### src/rtl/exec_unit_md_pkg.sv
// Shared constants and types for the pipelined MIPS execute unit.
package exec_md_pkg;

  localparam logic [5:0] MFHI  = 6'h10;
  localparam logic [5:0] MTHI  = 6'h11;
  localparam logic [5:0] MFLO  = 6'h12;
  localparam logic [5:0] MTLO  = 6'h13;
  localparam logic [5:0] MULT  = 6'h18;
  localparam logic [5:0] MULTU = 6'h19;
  localparam logic [5:0] DIV   = 6'h1A;
  localparam logic [5:0] DIVU  = 6'h1B;

  // Divide by zero: every quotient bit set, HI returns the dividend untouched.
  localparam logic DIVZ_LO_FILL = 1'b1;

  typedef enum logic [1:0] {IDLE, BUSY, DONE} md_state_e;

  // Low two func bits of the mult/div group select the operation.
  typedef enum logic [1:0] {MD_MULT, MD_MULTU, MD_DIV, MD_DIVU} md_op_e;

  typedef enum logic [2:0] {
    ALU_ADDU, ALU_ADD, ALU_SUBU, ALU_SUB, ALU_AND, ALU_OR, ALU_XOR, ALU_SLT
  } alu_ctrl_e;

  function automatic alu_ctrl_e decode_func(input logic [5:0] f);
    case (f)
      6'h20:   return ALU_ADD;
      6'h21:   return ALU_ADDU;
      6'h22:   return ALU_SUB;
      6'h23:   return ALU_SUBU;
      6'h24:   return ALU_AND;
      6'h25:   return ALU_OR;
      6'h26:   return ALU_XOR;
      6'h2A:   return ALU_SLT;
      default: return ALU_ADDU;
    endcase
  endfunction

  function automatic logic is_md_func(input logic [5:0] f);
    return f[5:2] == 4'b0110;
  endfunction

endpackage

### src/rtl/exec_unit_md_md_iter.sv
// Radix-2 iterative multiply/divide: shift-add multiply, restoring divide,
// both on operand magnitudes with sign fixup applied to the final result.
module md_iter
  import exec_md_pkg::*;
#(
  parameter int XLEN = 32
) (
  input  logic            clk,
  input  logic            rst,
  input  logic            start,
  input  logic            step,
  input  md_op_e          op,
  input  logic [XLEN-1:0] a,
  input  logic [XLEN-1:0] b,
  output logic            last,
  output logic [XLEN-1:0] hi,
  output logic [XLEN-1:0] lo
);

  localparam int CW = $clog2(XLEN);

  logic [CW-1:0]     cnt_p;
  logic [XLEN-1:0]   acc_p, sh_p, dsr_p, dvd_p;
  logic              neg_q_p, neg_r_p, is_div_p, div0_p;
  logic              sgn, sa, sb;
  logic [XLEN-1:0]   mag_a, mag_b;
  logic [XLEN:0]     sum, shifted, diff;
  logic [2*XLEN-1:0] prod;
  logic [XLEN-1:0]   quo, rem;

  assign sgn     = (op == MD_MULT) || (op == MD_DIV);
  assign sa      = sgn & a[XLEN-1];
  assign sb      = sgn & b[XLEN-1];
  assign mag_a   = sa ? -a : a;
  assign mag_b   = sb ? -b : b;
  assign sum     = {1'b0, acc_p} + (sh_p[0] ? {1'b0, dsr_p} : '0);
  assign shifted = {acc_p, sh_p[XLEN-1]};
  assign diff    = shifted - {1'b0, dsr_p};
  assign last    = step && (cnt_p == CW'(XLEN - 1));

  always_ff @(posedge clk or posedge rst) begin
    if (rst)        cnt_p <= '0;
    else if (start) cnt_p <= '0;
    else if (step)  cnt_p <= cnt_p + CW'(1);
  end

  // Iteration registers: acc_p is the product high half / partial remainder,
  // sh_p the multiplier being shifted out / quotient being shifted in.
  always_ff @(posedge clk) begin
    if (start) begin
      acc_p    <= '0;
      sh_p     <= mag_a;
      dsr_p    <= mag_b;
      dvd_p    <= a;
      neg_q_p  <= sa ^ sb;
      neg_r_p  <= sa;
      is_div_p <= op[1];
      div0_p   <= (b == '0);
    end else if (step) begin
      if (!is_div_p) begin
        acc_p <= sum[XLEN:1];
        sh_p  <= {sum[0], sh_p[XLEN-1:1]};
      end else if (!diff[XLEN]) begin
        acc_p <= diff[XLEN-1:0];
        sh_p  <= {sh_p[XLEN-2:0], 1'b1};
      end else begin
        acc_p <= shifted[XLEN-1:0];
        sh_p  <= {sh_p[XLEN-2:0], 1'b0};
      end
    end
  end

  always_comb begin
    prod = neg_q_p ? -{acc_p, sh_p} : {acc_p, sh_p};
    quo  = neg_q_p ? -sh_p : sh_p;
    rem  = neg_r_p ? -acc_p : acc_p;
    hi   = prod[2*XLEN-1:XLEN];
    lo   = prod[XLEN-1:0];
    if (is_div_p) begin
      if (div0_p) begin
        lo = {XLEN{DIVZ_LO_FILL}};
        hi = dvd_p;
      end else begin
        lo = quo;
        hi = rem;
      end
    end
  end

endmodule

### src/rtl/exec_unit_md.sv
// Pipelined MIPS EX stage: ALU, immediate extend, branch target, HI/LO and
// iterative mult/div behind a valid/ready output register. Option: FAST_MUL_EN.
module exec_unit_md
  import exec_md_pkg::*;
#(
  parameter int XLEN = 32,
  parameter int PCW  = XLEN - 2
) (
  input  logic            clk,
  input  logic            rst,
  input  logic            in_valid,
  output logic            in_ready,
  input  logic [PCW-1:0]  pc_plus4,
  input  logic [XLEN-1:0] busA,
  input  logic [XLEN-1:0] busB,
  input  logic [15:0]     imm16,
  input  logic [5:0]      func,
  input  logic            ExtOp,
  input  logic            ALUSrc,
  input  logic [2:0]      ALUop,
  input  logic            Rtype,
  output logic            out_valid,
  input  logic            out_ready,
  output logic [PCW-1:0]  btarg,
  output logic [XLEN-1:0] alu_out,
  output logic            zero,
  output logic            overflow,
  output logic            md_busy
);

  md_state_e              state_p, state_nx;
  alu_ctrl_e              ctrl;
  logic                   accept, out_free, iter_op, md_start, md_last, fast_now;
  logic                   res_ovf, res_zf;
  logic [XLEN-1:0]        ext_imm, rhs, res, hi_p, lo_p, md_hi, md_lo;
  logic signed [XLEN-1:0] a_s, b_s, sum_s, dif_s;

  assign ext_imm  = ExtOp ? XLEN'($signed(imm16)) : XLEN'(imm16);
  assign rhs      = ALUSrc ? ext_imm : busB;
  assign ctrl     = Rtype ? decode_func(func) : alu_ctrl_e'(ALUop);
  assign a_s      = $signed(busA);
  assign b_s      = $signed(rhs);
  assign sum_s    = a_s + b_s;
  assign dif_s    = a_s - b_s;

  assign out_free = !out_valid || out_ready;
  assign in_ready = (state_p == IDLE) && out_free;
  assign accept   = in_valid && in_ready;
  assign md_busy  = (state_p != IDLE);
  assign md_start = accept && iter_op;

`ifdef FAST_MUL_EN
  logic [2*XLEN-1:0] fast_prod;
  assign fast_now  = Rtype && ((func == MULT) || (func == MULTU));
  assign iter_op   = Rtype && is_md_func(func) && func[1];
  assign fast_prod = (func == MULT) ? ((2*XLEN)'($signed(busA)) * (2*XLEN)'($signed(busB)))
                                    : ({{XLEN{1'b0}}, busA} * {{XLEN{1'b0}}, busB});
`else
  assign fast_now  = 1'b0;
  assign iter_op   = Rtype && is_md_func(func);
`endif

  always_comb begin
    res     = '0;
    res_ovf = 1'b0;
    case (ctrl)
      ALU_ADDU: res = sum_s;
      ALU_ADD: begin
        res     = sum_s;
        res_ovf = (a_s[XLEN-1] == b_s[XLEN-1]) && (sum_s[XLEN-1] != a_s[XLEN-1]);
      end
      ALU_SUBU: res = dif_s;
      ALU_SUB: begin
        res     = dif_s;
        res_ovf = (a_s[XLEN-1] != b_s[XLEN-1]) && (dif_s[XLEN-1] != a_s[XLEN-1]);
      end
      ALU_AND:  res = busA & rhs;
      ALU_OR:   res = busA | rhs;
      ALU_XOR:  res = busA ^ rhs;
      ALU_SLT:  res[0] = (a_s < b_s);
      default:  res = sum_s;
    endcase
    if (Rtype) begin
      case (func)
        MFHI: begin res = hi_p; res_ovf = 1'b0; end
        MFLO: begin res = lo_p; res_ovf = 1'b0; end
        MTHI, MTLO: begin res = busA; res_ovf = 1'b0; end
`ifdef FAST_MUL_EN
        MULT, MULTU: begin res = fast_prod[XLEN-1:0]; res_ovf = 1'b0; end
`endif
        default: ;
      endcase
    end
    res_zf = (res == '0) && !fast_now;
  end

  always_ff @(posedge clk or posedge rst) begin
    if (rst) state_p <= IDLE;
    else     state_p <= state_nx;
  end

  always_comb begin
    state_nx = state_p;
    case (state_p)
      IDLE:    if (md_start) state_nx = BUSY;
      BUSY:    if (md_last)  state_nx = DONE;
      DONE:    if (out_free) state_nx = IDLE;
      default: state_nx = IDLE;
    endcase
  end

  md_iter #(.XLEN(XLEN)) u_md_iter (
    .clk   (clk),
    .rst   (rst),
    .start (md_start),
    .step  (state_p == BUSY),
    .op    (md_op_e'(func[1:0])),
    .a     (busA),
    .b     (busB),
    .last  (md_last),
    .hi    (md_hi),
    .lo    (md_lo)
  );

  // HI/LO: written by an iterative result leaving DONE, or by mthi/mtlo.
  always_ff @(posedge clk or posedge rst) begin
    if (rst) begin
      hi_p <= '0;
      lo_p <= '0;
    end else if ((state_p == DONE) && out_free) begin
      hi_p <= md_hi;
      lo_p <= md_lo;
    end else if (accept && Rtype) begin
      if (func == MTHI) hi_p <= busA;
      if (func == MTLO) lo_p <= busA;
`ifdef FAST_MUL_EN
      if (fast_now) begin
        hi_p <= fast_prod[2*XLEN-1:XLEN];
        lo_p <= fast_prod[XLEN-1:0];
      end
`endif
    end
  end

  // EX/MEM output register
  always_ff @(posedge clk or posedge rst) begin
    if (rst) begin
      out_valid <= 1'b0;
      btarg     <= '0;
      alu_out   <= '0;
      zero      <= 1'b0;
      overflow  <= 1'b0;
    end else if (accept && !iter_op) begin
      out_valid <= 1'b1;
      btarg     <= pc_plus4 + ext_imm[PCW-1:0];
      alu_out   <= res;
      zero      <= res_zf;
      overflow  <= res_ovf;
    end else if ((state_p == DONE) && out_free) begin
      out_valid <= 1'b1;
      alu_out   <= md_lo;
      zero      <= 1'b0;
      overflow  <= 1'b0;
    end else if (out_ready) begin
      out_valid <= 1'b0;
    end
  end

endmodule

### config.mk
export PLATFORM = sky130hd
export DESIGN_NAME = exec_unit_md
export DESIGN_NICKNAME = d
export VERILOG_FILES = /design/src/rtl/exec_unit_md_pkg.sv /design/src/rtl/exec_unit_md_md_iter.sv /design/src/rtl/exec_unit_md.sv
export SDC_FILE = /design/constraint.sdc
export NUM_CORES = 1
export LEC_CHECK = 0
export CORE_MARGIN = 10
export CORE_UTILIZATION = 40
export CTS_CLUSTER_SIZE = 12
export DETAILED_ROUTE_END_ITERATION = 7
export DONT_BUFFER_PORTS = 1
export SYNTH_ARGS = -nofsm -noshare
export SYNTH_HDL_FRONTEND = slang
export SYNTH_SLANG_ARGS = --single-unit
### constraint.sdc
create_clock -name clk -period 5.82 [get_ports clk]
set_clock_uncertainty 0.05 [all_clocks]
set_input_delay 0.582 -clock clk [delete_from_list [all_inputs] [get_ports clk]]
set_output_delay 0.582 -clock clk [all_outputs]
set_load 0.02 [all_outputs]
After elaboration in Yosys (flattened, before gate mapping)
Index checks and enable logic that the tools add are counted.
{"block": "word_totals", "reg_bits": 268, "romBits": 0, "latch_bits": 0, "n_memories": 0, "inputBits": 126, "word_cells": 145, "ram_bits": 0, "output_inout_bits": 67}
{"block": "classes", "n_mul": 0, "mux": 47, "n_div": 0, "n_lt_le_gt_ge": 1, "shifts": 0, "n_reduce_logical": 33, "bitwise": 6, "eq_ne": 30, "addsub": 11}
{"op": "32-bit two-way mux", "n": 25}
{"op": "31-bit one-hot mux with 5 select lines", "n": 1}
{"op": "32-bit negation", "n": 4}
{"op": "32-bit one-hot mux with 3 select lines", "n": 1}
{"op": "32-bit logical NOT", "n": 2}
{"op": "64-bit two-way mux", "n": 1}
{"op": "64-bit negation", "n": 1}
{"op": "6-bit equality test, second input constant", "n": 7}
{"op": "32-bit by 33-bit adder with 33-bit output", "n": 1}
{"op": "33-bit by 32-bit subtractor with 33-bit output", "n": 1}
{"op": "32-bit adder", "n": 1}
{"op": "32-bit bitwise AND", "n": 1}
{"op": "32-bit < comparator", "n": 1}
{"op": "32-bit bitwise OR", "n": 1}
{"op": "32-bit subtractor", "n": 1}
{"op": "32-bit XOR", "n": 1}
{"op": "30-bit adder", "n": 1}
{"op": "6-bit by 5-bit equality test with 1-bit output, second input constant", "n": 4}
{"op": "3-bit one-hot mux with 7 select lines", "n": 1}
{"op": "3-bit equality test, second input constant", "n": 4}
{"op": "2-bit nonzero test", "n": 6}
{"op": "1-bit logical AND", "n": 10}
{"op": "5-bit two-way mux", "n": 2}
{"op": "1-bit two-way mux", "n": 9}
{"op": "other kinds (26)", "n": 41}

Depth between registers and ports, before layout
Gate-level depths: netlist of run 1.
{"block": "logic_depth", "word_depth": 10, "mapped_depth": 18, "mapped_depth_nobuf": 17}

Cells and area by module
Synthesis of run 1 repeated with hierarchy kept, for this count alone.
{"block": "hier_totals", "hier_cells": 3469, "hier_area_um2": 27177.3}
{"module": "exec_unit_md", "cells_per_inst": 1791, "seq_area_each_um2": 3278.1, "n_inst": 1, "area_each_um2": 14074.7}
{"module": "md_iter", "cells_per_inst": 1678, "seq_area_each_um2": 3768.6, "n_inst": 1, "area_each_um2": 13102.6}

Least setup slack after synthesis of run 1
Ideal clock, no wire load.
{"block": "synth_timing", "path_kind": "flip-flop to flip-flop", "start": "register state_p[1]", "end": "register u_md_iter.sh_p[1] (data pin)", "path_buffers": 2, "slack_ns": 1.317, "t_required_ns": 5.392, "path_stages_with_launch": 9, "period_less_slack_ns": 4.503, "arrival_time_ns": 4.075, "setup_time_ns": 0.378, "path_cell_list": "dfrtp_1 or2_2 nor2_1 and2_1 clkbuf_1 nand3_1 inv_2 buf_1 a31oi_1"}
{"block": "synth_via", "elab_chain_len": 5}
{"item": "from (decl)", "line_no": "exec_unit_md.sv:31", "text": "md_state_e state_p, state_nx;"}
{"item": "from (signal assigned)", "line_no": "exec_unit_md.sv:99", "text": "else state_p <= state_nx;"}
{"item": "2-bit logical NOT", "line_no": "exec_unit_md.sv:47", "text": "assign in_ready = (state_p == IDLE) && out_free;"}
{"item": "1-bit logical AND", "line_no": "exec_unit_md.sv:47"}
{"item": "named net in_ready", "line_no": "exec_unit_md.sv:12", "text": "output logic in_ready,"}
{"item": "1-bit logical AND", "line_no": "exec_unit_md.sv:48", "text": "assign accept = in_valid && in_ready;"}
{"item": "1-bit logical AND", "line_no": "exec_unit_md.sv:50", "text": "assign md_start = accept && iter_op;"}
{"item": "named net md_start", "line_no": "exec_unit_md.sv:33", "text": "logic accept, out_free, iter_op, md_start, md_last, fast_now;"}
{"item": "32-bit two-way mux", "line_no": "exec_unit_md_md_iter.sv:50", "text": "if (start) begin"}
{"item": "to (signal assigned)", "line_no": "exec_unit_md_md_iter.sv:52", "text": "sh_p <= mag_a;"}
{"item": "to (signal assigned)", "line_no": "exec_unit_md_md_iter.sv:62", "text": "sh_p <= {sum[0], sh_p[XLEN-1:1]};"}
{"item": "to (signal assigned)", "line_no": "exec_unit_md_md_iter.sv:65", "text": "sh_p <= {sh_p[XLEN-2:0], 1'b1};"}
{"item": "to (decl)", "line_no": "exec_unit_md_md_iter.sv:23", "text": "logic [XLEN-1:0] acc_p, sh_p, dsr_p, dvd_p;"}
The timed path passes the listed nets, and every way through them passes these cells.
A chain may end at the register's enable or synchronous reset.

Worst setup path in the final report of run 1
{"block": "layout_timing", "start": "input ALUSrc", "end": "register zero"}
{"block": "layout_via", "elab_chain_len": 7, "elab_cells_between_ends": 13, "cone_classes": "add/sub (2); order compare (1); mux (6); bitwise (3); reduce/logical (1)"}
{"item": "from (decl)", "line_no": "exec_unit_md.sv:19", "text": "input logic ALUSrc,"}
{"item": "32-bit two-way mux (*)", "line_no": "exec_unit_md.sv:39", "text": "assign rhs = ALUSrc ? ext_imm : busB;"}
{"item": "32-bit subtractor, or another cell as far along", "line_no": "exec_unit_md.sv:44", "text": "assign dif_s = a_s - b_s;"}
{"item": "1-bit one-hot mux with 6 select lines / 31-bit one-hot mux with 5 select lines (equally long branches)", "line_no": "exec_unit_md.sv:66", "text": "case (ctrl)"}
{"item": "32-bit one-hot mux with 3 select lines", "line_no": "exec_unit_md.sv:84", "text": "case (func)"}
{"item": "32-bit two-way mux (*)", "line_no": "exec_unit_md.sv:83", "text": "if (Rtype) begin"}
{"item": "32-bit logical NOT (*)", "line_no": "exec_unit_md.sv:94", "text": "res_zf = (res == '0) && !fast_now;"}
{"item": "1-bit two-way mux (*)", "line_no": "exec_unit_md.sv:153", "text": "end else if (accept && !iter_op) begin"}
{"item": "to (signal assigned)", "line_no": "exec_unit_md.sv:157", "text": "zero <= res_zf;"}
{"item": "to (decl)", "line_no": "exec_unit_md.sv:26", "text": "output logic zero,"}
Every way passes the cells marked *; elsewhere a longest branch is shown, timed or not.

==> results of run 1 <==
per-layer routing:
| layer | vias up | global-route usage [%] | routed length (um) |
|---|---|---|---|
| met1 | 12500 | 36.9 | 45000 |
| met5 | - | 0 | 0 |
| met2 | 1471 | 44.2 | 48900 |
| li1 | 11800 | - | - |
| met3 | 254 | 6.36 | 11300 |
| met4 | 0 | 13.9 | 6250 |
where the power goes:
part | internal [mW] | switching [mW] | total, mW
clock network | 1.37 | 0.972 | 2.35
registers | 2.48 | 1.06 | 3.54
logic | 1.99 | 2.77 | 4.76
total | 5.85 | 4.80 | 10.7
per-stage QoR:
step | setup WS (ns) | total power, mW | utilization, %
6_report | 1.00 | 10.7 | 43.8
5_1_grt | 0.728 | 11.3 | 43.8
4_1_cts | 1.14 | 10.6 | 43.8
3_5_place_dp | 0.566 | 8.20 | 41.9
3_3_place_gp | 0.687 | 8.19 | 41.9
2_1_floorplan | 1.32 | 6.75 | -
registers in the layout, summed over array words and instances (netlist names), 2 cells and up:
signal and count:
u_md_iter.cnt_p 5, u_md_iter.sh_p 32, u_md_iter.acc_p 32, alu_out 32, u_md_iter.dvd_p 32, lo_p 32
state_p 2, hi_p 32, btarg 30, u_md_iter.dsr_p 32
worst max path at each step:
stage                     startpoint                 to  slack [ns]  cells after the start
after CTS                     ALUSrc               zero        1.14                     18
after global placement        ALUSrc               zero        0.69                     18
after global routing          ALUSrc               zero        0.73                     18
final                         ALUSrc               zero        1.00                     18
after detailed placement      ALUSrc               zero        0.57                     18
after floorplan           state_p[1]  u_md_iter.sh_p[1]        1.32                      8
cell usage in the layout, fill, tap and decap left out, types with 29 or more instances in the layout:
cell type,netlist,layout
clkbuf_16,0,37
a31oi_1,44,44
dfrtp_1,136,136
nor2b_1,46,45
xnor2_1,129,128
buf_4,0,66
inv_1,165,164
o21ai_0,282,281
dfxtp_1,32,32
o31ai_1,42,42
o211ai_1,58,58
nand2b_1,38,38
nand3_1,79,79
xor2_1,80,80
a21o_1,61,61
or3_1,30,30
nand2_1,270,267
nor3_1,66,66
edfxtp_1,100,100
ha_1,224,224
mux2i_1,105,105
a211oi_1,61,61
nor4_1,29,29
a221o_1,30,30
a21oi_1,270,268
nor2_1,243,242
critical path, delay by kind of cell:
kind / cells / cell delay, ns
AND/OR/NAND/NOR: 4 / 1.16
buffers and inverters: 3 / 0.46
adder cells (fa/ha/maj): 2 / 0.67
multiplexers: 1 / 0.14
AO/OA/AOI/OAI: 8 / 2.24
cell families (layout without fill, tap and decap cells):
| kind of cell | after synthesis | count (layout) |
|---|---|---|
| other | 0 | 4 |
| flip-flops | 268 | 268 |
| AND/OR/NAND/NOR | 912 | 912 |
| AO/OA/AOI/OAI | 1133 | 1133 |
| XOR/XNOR | 209 | 209 |
| multiplexers | 118 | 118 |
| buffers and inverters | 352 | 302 |
| adder cells (fa/ha/maj) | 229 | 229 |
layout make-up:
class | count | area (sq um)
Inverter | 167 | 634
Sequential cell | 268 | 7050
Fill cell | 6522 | 36200
Clock inverter | 19 | 236
Antenna cell | 4 | 10.0
Timing Repair Buffer | 69 | 546
Clock buffer | 47 | 973
Tap cell | 855 | 1070
Multi-Input combinational cell | 2601 | 17700
==> impl_metrics.py, run 1 <==
metrics = {
    "synthesis": {
        "yosys-top-cells-area": "dfrtp_1, edfxtp_1, ha_1",
        "synth.yosys.seq_area_share_pct": 27.0,
        "ys_ff_latch": 268,
        "ys_top_cells_by_count": "o21ai_0, a21oi_1, nand2_1",
        "synth-simple-area-share_pct": 16.7,
        "synth_top_cell_area_share_pct": 13.1,
        "yosys.cell_count.top_type": "o21ai_0",
        "synth_area_leader_cell": "dfrtp_1",
        "syn-cell-area_sq_um": 26100,
        "postSynthCellCount": 3221,
        "synthDistinctLibCells": 87,
        "ys_dominant_reg_cell": "dfrtp_1",
        "muxShareOfSynthArea_pct": 4.60,
        "synth_area_per_cell_sq_um": 8.09,
        "synth-compound-area-share_pct": 28.4,
        "synth_edf_count": 100,
        "synth_top_family_by_area": "compound AO/OA/AOI/OAI gates",
        "synthAdderAreaFrac_pct": 11.1,
        "async_reset_ff_share_pct": 50.7,
        "synth_xor_xnor_area_share_pct": 7.02,
        "syn_nets": 3576,
        "yosysWarningCount": 0,
    },
    "floorplanning": {
        "initial_core_util_pct": 40.4,
        "die_y_um": 275,
        "core_area_sq_um": 64500,
        "dieArea_sq_um": 75800,
        "io_pins": 193,
        "fp.dieW_um": 275,
        "core.rowCount": 93,
    },
    "worst_setup_path": {
        "setup.worst_path.start_class": "input port",
        "cpPeakStageDelay_ns": 0.46,
        "worstSetupPathType": "input port to flip-flop",
        "slowest_stage": "o31ai_1",
        "worstReg2RegEnd": "u_md_iter.acc_p[30]",
        "worstPathArrival_ns": 5.28,
        "worstPathRequired_ns": 6.28,
        "rr_startpoint": "u_md_iter.sh_p[0]",
        "cp_max_fo": 23,
        "rr_worst_depth": 15,
        "ff2ff_setup_slack_ns": 1.11,
        "end_kind": "flip-flop",
        "path_cells": "inv_1 -> a21boi_0 -> inv_1 -> ha_1 -> fa_1 -> nor2b_1 -> o31ai_1 -> a2111oi_1 -> buf_4 -> a31o_2 -> a21boi_0 -> mux2i_1 -> a211oi_1 -> o22ai_1 -> nor4_1 -> nand4_1 -> nor4_1 -> a32o_1",
    },
    "clocking": {
        "cts.sinks": 268,
        "cts_root_buf": "clkbuf_16",
        "htree_num_levels": 2,
        "postCtsResizedCells": 0,
        "numCtsBuffers": 36,
        "cts_tree": "done",
        "cts_setup_buffers": 0,
        "clockBufferDepth": 3,
        "ctsHoldBuffers": 1,
        "clkLatencyLatePin_ns": 0.59,
        "path_clk_slew_ns": 0.06,
    },
    "routing": {
        "routedWlPerCell_um": 27.7,
        "dr.pass1.iters": 8,
        "dr_total_vias": 26000,
        "drt_iter0_drc": 2972,
        "viasPerCell": 6.44,
        "totalWireLength_um": 111000,
        "drc": 0,
        "ant_nets": 0,
    },
    "sta": {
        "finalHoldViolCount": 0,
        "rsz0062_at_grt": "false",
        "slew_violations": 0,
        "finalSetupViolCount": 0,
        "final.min_clock_period_ns": 4.82,
        "max_freq_mhz": 208,
        "setup_tns_ns": 0,
        "max_slew_margin_pct": 22.4,
        "whs_ns": 0.0469,
        "min_period_over_period_pct": 82.8,
        "tightest_slew_ns": 1.16,
    },
    "grt": {
        "track_usage_pct": 28.4,
        "grt_pass1_wl_um": 164000,
        "grt_max_degree": 139,
        "first_global_vias": 24200,
        "antenna_found_initial": 1,
        "overflow": 0,
    },
    "power_and_ir_drop": {
        "ir_drop_v": 0.000280,
        "power_density_nw_per_um2": 377,
        "power_leakage_nw": 11.8,
    },
    "run_status": {
        "status": "finished, final reports clean",
    },
    "finish": {
        "drive_above_1_share_pct": 5.93,
        "nets": 3498,
        "area_delta_synth_final_pct": 8.40,
        "fin_cells": 4030,
        "stdcell_area_sq_um": 28200,
    },
    "hold_path": {
        "min_from": "busA[10]",
        "hold_class": "input port to flip-flop",
        "hold_depth": 0,
        "min_to": "u_md_iter.dvd_p[10]",
    },
    "run": {
        "drv.max_cap_violation_count": 0,
    },
    "placement": {
        "dp_hpwl_um": 84600,
        "portBuffers": 0,
        "gp_congestion": 1.00,
        "dpl.cell_count": 3959,
        "placed_area_sq_um": 27000,
    },
}
(Power assumes the default switching activity.)
==> run 2: changes to the inputs <==
clock period = 4.8 ns   (was 5.82 ns; I/O delays follow)
==> run 2 against run 1 <==
Sequential cell count stayed put; critical path depth decreased by 2; worst hold slack got worse by 0.033 ns; largest cell class unchanged; die area did not move; sequential power is 18% higher; combinational power grew 31%; sequential share of layout area down 1.0 points; via count up 1.9%; global-route usage up 1.0 points; final area rose by 4.2%; setup slack got worse by 0.68 ns.
==> impl_metrics.py, run 2 (synthesis gave the netlist of run 1 again) <==
metrics = {
    "run_status": {
        "status": "finished, final reports clean",
    },
    "sta": {
        "min_period_over_period_pct": 93.3,
        "max_freq_mhz": 223,
        "max_slew_margin_pct": 22.4,
        "finalHoldViolCount": 0,
        "worst_slack_ns": 0.322,
        "finalSetupViolCount": 0,
        "rsz0062_at_grt": "false",
        "tightest_slew_ns": 1.15,
        "setup_tns_ns": 0,
        "final.min_clock_period_ns": 4.48,
        "slew_violations": 0,
    },
    "finish": {
        "diodes": 0,
        "final_common_cell": "o21ai_0",
        "area_delta_synth_final_pct": 13.0,
        "stdcell_area_sq_um": 29400,
        "final_cell_mix": "o21ai_0, a21oi_1, nand2_1",
        "fin_cells": 4181,
        "nets": 3655,
        "drive_above_1_share_pct": 9.26,
    },
    "worst_setup_path": {
        "path_delay_family": "compound AO/OA/AOI/OAI gates",
        "path_buf_inv": 1,
        "end_kind": "flip-flop",
        "rr_startpoint": "u_md_iter.sh_p[0]",
        "worstPathArrival_ns": 4.88,
        "worstSetupPathType": "flip-flop to flip-flop",
        "ff2ff_setup_slack_ns": 0.32,
        "slowest_stage": "o311ai_0",
        "crit_start": "u_md_iter.sh_p[0]",
        "worstPathRequired_ns": 5.21,
        "rr_worst_depth": 16,
        "setup.worst_path.start_class": "flip-flop",
        "cp_max_fo": 5,
        "path_cells": "and2_1 -> ha_1 -> inv_1 -> fa_1 -> nor2b_1 -> o21a_1 -> o21ai_0 -> a21oi_1 -> a311o_1 -> o31ai_1 -> o311ai_0 -> a41oi_1 -> o21bai_1 -> xnor2_1 -> o22ai_1 -> a31o_2",
        "worstReg2RegEnd": "u_md_iter.acc_p[23]",
        "cpPeakStageDelay_ns": 0.98,
    },
    "grt": {
        "grt_max_degree": 139,
        "grt_pass1_wl_um": 169000,
        "track_usage_pct": 29.4,
        "overflow": 0,
        "first_global_vias": 25100,
        "antenna_found_initial": 2,
    },
    "floorplanning": {
        "io_pins": 193,
        "dieArea_sq_um": 75800,
        "fp.dieW_um": 275,
        "core_area_sq_um": 64500,
        "initial_core_util_pct": 40.4,
        "core.rowCount": 93,
        "die_y_um": 275,
    },
    "routing": {
        "dr.pass1.iters": 8,
        "drc": 0,
        "routedWlPerCell_um": 27.5,
        "ant_nets": 0,
        "viasPerCell": 6.33,
        "totalWireLength_um": 115000,
        "drt_iter0_drc": 3255,
        "dr_total_vias": 26500,
    },
    "power_and_ir_drop": {
        "ir_drop_v": 0.000437,
        "seqPwrFrac_pct": 31.9,
        "power_density_nw_per_um2": 445,
        "p_int_mw": 7.23,
        "p_clk_share_pct": 20.4,
        "power_leakage_nw": 12.5,
        "p_sw_mw": 5.85,
        "p_sw_share_pct": 44.7,
        "pwr-share-comb_pct": 47.7,
    },
    "clocking": {
        "clkLatencyLatePin_ns": 0.58,
        "htree_num_levels": 2,
        "cts_root_buf": "clkbuf_16",
        "cts.sinks": 268,
        "cts_tree": "done",
        "cts_setup_buffers": 0,
        "postCtsResizedCells": 0,
        "path_clk_slew_ns": 0.06,
        "clockBufferDepth": 3,
        "ctsHoldBuffers": 36,
        "numCtsBuffers": 35,
    },
    "placement": {
        "pre_cts_slack_ns": 0.108,
        "placed_area_sq_um": 28000,
        "dp_hpwl_um": 86700,
        "portBuffers": 0,
        "gp_congestion": 1.04,
        "dpl.cell_count": 4082,
    },
    "run": {
        "drv.max_cap_violation_count": 0,
    },
    "hold_path": {
        "min_to": "lo_p[0]",
        "min_from": "busA[0]",
        "hold_class": "input port to flip-flop",
        "hold_depth": 1,
    },
}
## run 2: cell types whose count changed in the layout (fill, tap and decap cells not counted), sizes merged, moves of 2 or more
cell / previous run / this run
dlygate4sd3: 1 / 36
bufinv: 4 / 2
clkinvlp: 3 / 1
inv: 169 / 167
buf: 68 / 191
clkbuf: 47 / 49
diode: 4 / 0
## run 2: cell type report
cell class,instances,area (sq um)
clock buffer,49,980
clock inverter,14,135
fill,6567,35000
inverter,167,634
multi-input combinational,2601,17700
sequential,268,7050
tap,855,1070
timing repair buffer,227,1840
## run 2: routing by layer
metal / GRT usage, % / vias up / share of wire [%]
met4: 14.7 / 2 / 5.8
met5: 0 / - / 0.0096
li1: - / 12100 / -
met2: 46.1 / 1449 / 44
met3: 7.95 / 285 / 10
met1: 36.9 / 12600 / 40
## run 2: power groups by stage
stage / clock network (mW) / logic, mW / registers, mW
final: 2.67 / 6.24 / 4.17
after global routing: 2.77 / 6.83 / 4.24
after floorplan: 0 / 4.40 / 3.78
after global placement: 0 / 6.05 / 4.20
after detailed placement: 0 / 6.06 / 4.19
after CTS: 2.69 / 6.12 / 4.16
## run 2: per-stage QoR
step | hold slack (ns) | util (%) | power (mW)
final | 0.0140 | 45.7 | 13.1
after global routing | 0.0182 | 45.7 | 13.8
after CTS | 0.00232 | 45.7 | 13.0
after detailed placement | 0.444 | 43.4 | 10.2
after global placement | 0.443 | 43.4 | 10.2
after floorplan | 0.415 | - | 8.18
## run 2: how the worst max path moves through the flow
stage | cells after the start | to
floorplan | 8 | u_md_iter.sh_p[1]
global placement | 19 | zero
detailed placement | 20 | zero
CTS | 16 | u_md_iter.acc_p[23]
global route | 16 | u_md_iter.acc_p[25]
finish | 16 | u_md_iter.acc_p[23]
